## config.mk

```make
export PLATFORM = sky130hd
export DESIGN_NAME = choice_menu_ctrl
export DESIGN_NICKNAME = d
export VERILOG_FILES = /design/src/rtl/choice_menu_ctrl.sv
export SDC_FILE = /design/constraint.sdc
export NUM_CORES = 1
export LEC_CHECK = 0
export BUFFER_PORTS_ARGS = -buffer_cell sky130_fd_sc_hd__buf_2
export CORE_MARGIN = 10
export CORE_UTILIZATION = 44
export DETAILED_ROUTE_END_ITERATION = 10
export PLACE_DENSITY_LB_ADDON = 0.08
export SYNTH_ARGS = -nofsm -noshare
export SYNTH_HDL_FRONTEND = slang
export SYNTH_SLANG_ARGS = --single-unit
```

## constraint.sdc

```tcl
create_clock -name clk -period 2.9 [get_ports clk]
set_input_delay 0.58 -clock clk [delete_from_list [all_inputs] [get_ports clk]]
set_output_delay 0.58 -clock clk [all_outputs]
set_load 0.005 [all_outputs]
```

## src/rtl/choice_menu_ctrl.sv

```systemverilog
// Menu cursor controller: turns key levels into a cursor index, positions the "choice"
// sprite at frame boundaries, blinks it while browsing, and hands the confirmed option over.
module choice_menu_ctrl #(
  parameter int NUM_OPT   = 3,
  parameter int BASE_X    = 284,
  parameter int BASE_Y    = 200,
  parameter int STEP_Y    = 48,
  parameter int BLINK_DIV = 12500000
) (
  input  logic       clk,
  input  logic       rst,
  input  logic       menu_en,
  input  logic       frame_start,
  input  logic       key_up,
  input  logic       key_down,
  input  logic       key_ok,
  input  logic       sel_ack,
  output logic [9:0] posx,
  output logic [8:0] posy,
  output logic       isplay,
  output logic [1:0] sel_idx,
  output logic       sel_valid,
  output logic [1:0] dbg_state,
  output logic [1:0] dbg_cur_pend,
  output logic [1:0] dbg_cur_disp
);

  // Handshake: sel_valid rises with sel_idx loaded and both stay stable until sel_ack
  // is sampled high on a clk edge; sel_valid then drops on that same edge.

  typedef enum logic [1:0] {
    ST_IDLE    = 2'd0,
    ST_BROWSE  = 2'd1,
    ST_CONFIRM = 2'd2
  } state_t;

  localparam int         CNT_W       = (BLINK_DIV > 1) ? $clog2(BLINK_DIV) : 1;
  localparam logic [CNT_W-1:0] LP_CNT_LAST = CNT_W'(BLINK_DIV - 1);
  localparam logic [1:0] LP_LAST     = 2'(NUM_OPT - 1);
  localparam logic [9:0] LP_BASE_X   = 10'(BASE_X);
  localparam logic [8:0] LP_BASE_Y   = 9'(BASE_Y);
  localparam logic [8:0] LP_STEP_Y   = 9'(STEP_Y);

  state_t           r_state;
  logic [1:0]       r_cur_pend;
  logic [1:0]       r_cur_disp;
  logic [8:0]       r_posy;
  logic             r_isplay;
  logic [1:0]       r_sel_idx;
  logic             r_sel_valid;
  logic [CNT_W-1:0] r_blink_cnt;
  logic             r_blink_ph;
  logic             r_up_q;
  logic             r_down_q;
  logic             r_ok_q;

  logic             w_press_up;
  logic             w_press_down;
  logic             w_press_ok;
  logic             w_move;
  logic [1:0]       w_cur_next;
  logic [8:0]       w_posy_next;

  assign w_press_up   = key_up & ~r_up_q;
  assign w_press_down = key_down & ~r_down_q;
  assign w_press_ok   = key_ok & ~r_ok_q;

  // Simultaneous up+down cancels; confirm outranks any move.
  assign w_move = (r_state == ST_BROWSE) & menu_en & ~w_press_ok & (w_press_up ^ w_press_down);

  always_comb begin
    w_cur_next = r_cur_pend;
    if (w_move) begin
      if (w_press_up) w_cur_next = (r_cur_pend == 2'd0) ? LP_LAST : r_cur_pend - 2'd1;
      else            w_cur_next = (r_cur_pend == LP_LAST) ? 2'd0 : r_cur_pend + 2'd1;
    end
  end

  assign w_posy_next = LP_BASE_Y + 9'(w_cur_next) * LP_STEP_Y;

  always_ff @(posedge clk or posedge rst) begin
    if (rst) begin
      r_state     <= ST_IDLE;
      r_cur_pend  <= 2'd0;
      r_cur_disp  <= 2'd0;
      r_posy      <= LP_BASE_Y;
      r_isplay    <= 1'b0;
      r_sel_idx   <= 2'd0;
      r_sel_valid <= 1'b0;
      r_blink_cnt <= '0;
      r_blink_ph  <= 1'b1;
      r_up_q      <= 1'b0;
      r_down_q    <= 1'b0;
      r_ok_q      <= 1'b0;
    end else begin
      r_up_q     <= key_up;
      r_down_q   <= key_down;
      r_ok_q     <= key_ok;
      r_cur_pend <= w_cur_next;
      if (frame_start) begin
        r_cur_disp <= w_cur_next;
        r_posy     <= w_posy_next;
      end
      case (r_state)
        ST_IDLE: begin
          r_isplay    <= 1'b0;
          r_blink_cnt <= '0;
          r_blink_ph  <= 1'b1;
          if (menu_en) r_state <= ST_BROWSE;
        end
        ST_BROWSE: begin
          r_isplay <= r_blink_ph;
          if (!menu_en) begin
            r_state     <= ST_IDLE;
            r_blink_cnt <= '0;
            r_blink_ph  <= 1'b1;
          end else if (w_press_ok) begin
            r_state     <= ST_CONFIRM;
            r_sel_idx   <= r_cur_pend;
            r_sel_valid <= 1'b1;
            r_blink_cnt <= '0;
            r_blink_ph  <= 1'b1;
          end else if (w_move) begin
            r_blink_cnt <= '0;
            r_blink_ph  <= 1'b1;
          end else if (r_blink_cnt == LP_CNT_LAST) begin
            r_blink_cnt <= '0;
            r_blink_ph  <= ~r_blink_ph;
          end else begin
            r_blink_cnt <= r_blink_cnt + CNT_W'(1);
          end
        end
        ST_CONFIRM: begin
          r_isplay    <= 1'b1;
          r_blink_cnt <= '0;
          r_blink_ph  <= 1'b1;
          if (!menu_en || sel_ack) begin
            r_sel_valid <= 1'b0;
            r_state     <= ST_IDLE;
          end
        end
        default: r_state <= ST_IDLE;
      endcase
    end
  end

  assign posx         = LP_BASE_X;
  assign posy         = r_posy;
  assign isplay       = r_isplay;
  assign sel_idx      = r_sel_idx;
  assign sel_valid    = r_sel_valid;
  assign dbg_state    = r_state;
  assign dbg_cur_pend = r_cur_pend;
  assign dbg_cur_disp = r_cur_disp;

endmodule

```

==> reports/metrics.yaml <==
floorplan:
  start_util_pct: 45.1
  pin_count: 37
  rows: 27
  dieHeight_um: 94.9
  core_um2: 5470
  dieArea_um2: 9000
  die_w_um: 94.9
route:
  drt-initial-drc-count: 146
  drc: 0
  antenna_left: 0
  finalWirelength_um: 5180
  avgRoutedWirePerCell_um: 14.6
  via_per_inst: 5.49
  firstDrtPassIters: 5
  dr_total_vias: 1949
cells_and_area:
  area_growth_pct: 7.20
  final_cell_area_um2: 2650
  drive_above_1_share_pct: 17.0
  final_common_cell: "dfrtp_1"
  final_cell_mix: "38 x dfrtp_1, 24 x nand2_1, 22 x buf_2"
  num-fill-cells: 556
  multi_input_area_um2: 1220
  antenna_cells: 0
  fin_util_pct: 48.3
  seq_area_um2: 1030
  final_nets: 299
sta:
  worst_pin_slew_ns: 0.863
  rsz0062_at_grt: "no"
  fin_crit_ns: 2.45
  finalClockSkew_ns: 0.00453
  setup_viol: 0
  setup_tns_ns: 0
  slew_violations: 0
  hold_viol_final: 0
  slew_headroom_pct: 41.9
  post-route-period-util_pct: 84.4
  clock.fmax_mhz: 409
clocking:
  cts_setup_buffers: 0
  cts.path.max_buffers: 2
  root_buffer: "clkbuf_8"
  cts_buffers: 5
  cts.repair.resized: 0
  clkTransAtPathRegs_ns: 0.08
  hold_buffers: 0
  clkSinkCount: 41
  cts_tree: "built"
  clock_latency_ns: 0.29
  htreeDepth: 2
yosys:
  yosysWarnings: 0
  synth_seq_area_share_pct: 41.7
  syn_avg_cell_area_um2: 9.35
  ys_ff_latch: 41
  syn_area_um2: 2470
  synth_top_flop_cell: "dfrtp_1"
  synth_edf_count: 0
  syn_inst: 264
  synthTopCellsByArea: "dfrtp_1 39%, buf_4 4.9%, a31oi_1 4.6%"
  synth_cell_types: 50
  async_flop_share_pct: 100
  synth_top_area_share_pct: 38.5
  yosys.area.top_type: "dfrtp_1"
placed_design:
  placed_area_um2: 2560
  dp_hpwl_um: 3700
  place.gp.congestion: 0.806
  port_buffers: 22
grt:
  grt_util_all_layers_pct: 12.3
  antenna_found_initial: 0
  grt_max_degree: 42
  grt_pass1_vias: 2006
  grt_pass1_wl_um: 9210
  use_met1_pct: 15.5
  grt-ovfl-total: 0
  met2_usage_pct: 20.5
  globalRoute.busiestLayer: "met2"
  met3_usage_pct: 3.01
outcome:
  outcome: "complete, no violations"
worst_setup_path:
  slowest_stage: "or4b_4"
  start_kind: "register"
  criticalPathCategory: "register to register"
  critPathCaptureType: "register"
  worstPathRequired_ns: 3.07
  cp_max_fo: 19
  arrival_ns: 2.61
  slowest_delay_ns: 0.50
  cp_cell_sequence: "ha_1 -> or4b_4 -> nor4_4 -> nand4_4 -> buf_4 -> a32oi_1 -> o41ai_1"
power:
  seq_power_share_pct: 45.2
  power.density_nw_per_um2: 614
  p_sw_share_pct: 34.0
  power_frac_clock_pct: 22.8
  peakVddDrop_mv: 0.365
  cellLeakagePower_uw: 0.00119
  p_int_uw: 1070
  switchingPower_uw: 551
  combPwrFrac_pct: 32.1
  p_total_uw: 1620
hold_path:
  hold_class: "input pin to register"
job:
  cap_violations: 0
logic make-up (layout without fill, tap and decap cells):
| logic type | Yosys count | count (layout) | synth area share (%) |
|---|---|---|---|
| AND/OR/NAND/NOR | 93 | 93 | 21.3 |
| AO/OA/AOI/OAI | 65 | 65 | 18.2 |
| buffers and inverters | 46 | 53 | 10.5 |
| flip-flops | 41 | 41 | 41.7 |
| adder cells (fa/ha/maj) | 9 | 9 | 4.56 |
| multiplexers | 7 | 7 | 2.94 |
| other | 2 | 14 | 0.304 |
| XOR/XNOR | 1 | 1 | 0.355 |
through the flow:
| step | instances | worst slack [ns] | hold WS, ns |
|---|---|---|---|
| after floorplan | 276 | 0.883 | 0.454 |
| after global placement | 347 | 0.488 | 0.452 |
| after detailed placement | 347 | 0.486 | 0.458 |
| after CTS | 355 | 0.467 | 0.392 |
| after global routing | 355 | 0.283 | 0.399 |
| final | 355 | 0.453 | 0.405 |
final timing paths:
path	start	to	slack (ns)	depth (start not counted)
worst max-delay path	r_blink_cnt[0]	r_blink_cnt[14]	0.45	7
worst min-delay path	key_ok	r_ok_q	0.40	1
worst max register to register	r_blink_cnt[0]	r_blink_cnt[14]	0.45	7
worst min register to register	posy[7]	posy[7]	0.47	2
max in group asynchronous	rst	r_blink_ph	2.13	3
min in group asynchronous	rst	r_blink_cnt[7]	0.41	3
layer usage:
metal | part of all wire [%] | wire length [um]
met5 | 0 | 0
met4 | 0 | 0
met3 | 4.7 | 245
met2 | 48 | 2490
met1 | 47 | 2450
cell usage after synthesis, types with 2 or more instances:
master and n:
conb_1 2, nand3_1 19, and2_1 2, mux2i_1 5, mux2_2 2, buf_2 4, o21a_1 3, and3_1 4
a22o_1 4, a31oi_1 18, a21oi_1 8, nand4_1 8, a32oi_1 4, o2bb2ai_1 2, buf_6 3, dfrtp_1 38
nand2_1 24, a31o_1 2, dfstp_2 3, nor4_1 4, o21ai_1 2, nor2_1 15, o22ai_1 7, o21ai_0 6
clkbuf_1 5, inv_1 18, nor2b_1 3, o41ai_1 3, buf_4 16, nand3b_1 2, ha_1 9
critical path: cells and delay by family (launching register included):
kind / cells / cell delay (ns)
AOI/OAI and AO/OA: 2 / 0.30
DFF: 1 / 0.43
buffers and inverters: 1 / 0.32
adders and majority gates: 1 / 0.28
and+or+nand+nor: 3 / 0.99
area by class of cell:
| cell class | count | area share (%) |
|---|---|---|
| clock inverter | 2 | 0.568 |
| tap | 72 | 3.41 |
| inverter | 18 | 2.55 |
| clock buffer | 6 | 2.74 |
| timing repair buffer | 27 | 5.58 |
| sequential | 41 | 38.9 |
| multi-input combinational | 189 | 46.2 |
registers in the layout, indices dropped and copies added, names as in the netlist:
register,flops
dbg_cur_disp,1
dbg_cur_pend,2
dbg_state,2
isplay,1
posy,4
r_blink_cnt,24
r_blink_ph,1
r_down_q,1
r_ok_q,1
r_up_q,1
sel_idx,2
sel_valid,1
power groups by stage:
stage                     clock network [uW]  registers [uW]  logic (uW)
after global routing                     406             751         607
after CTS                                390             734         535
final                                    370             733         520
after global placement                     0             745         529
after detailed placement                   0             745         530
after floorplan                            0             750         375
(Power assumes the default switching activity.)
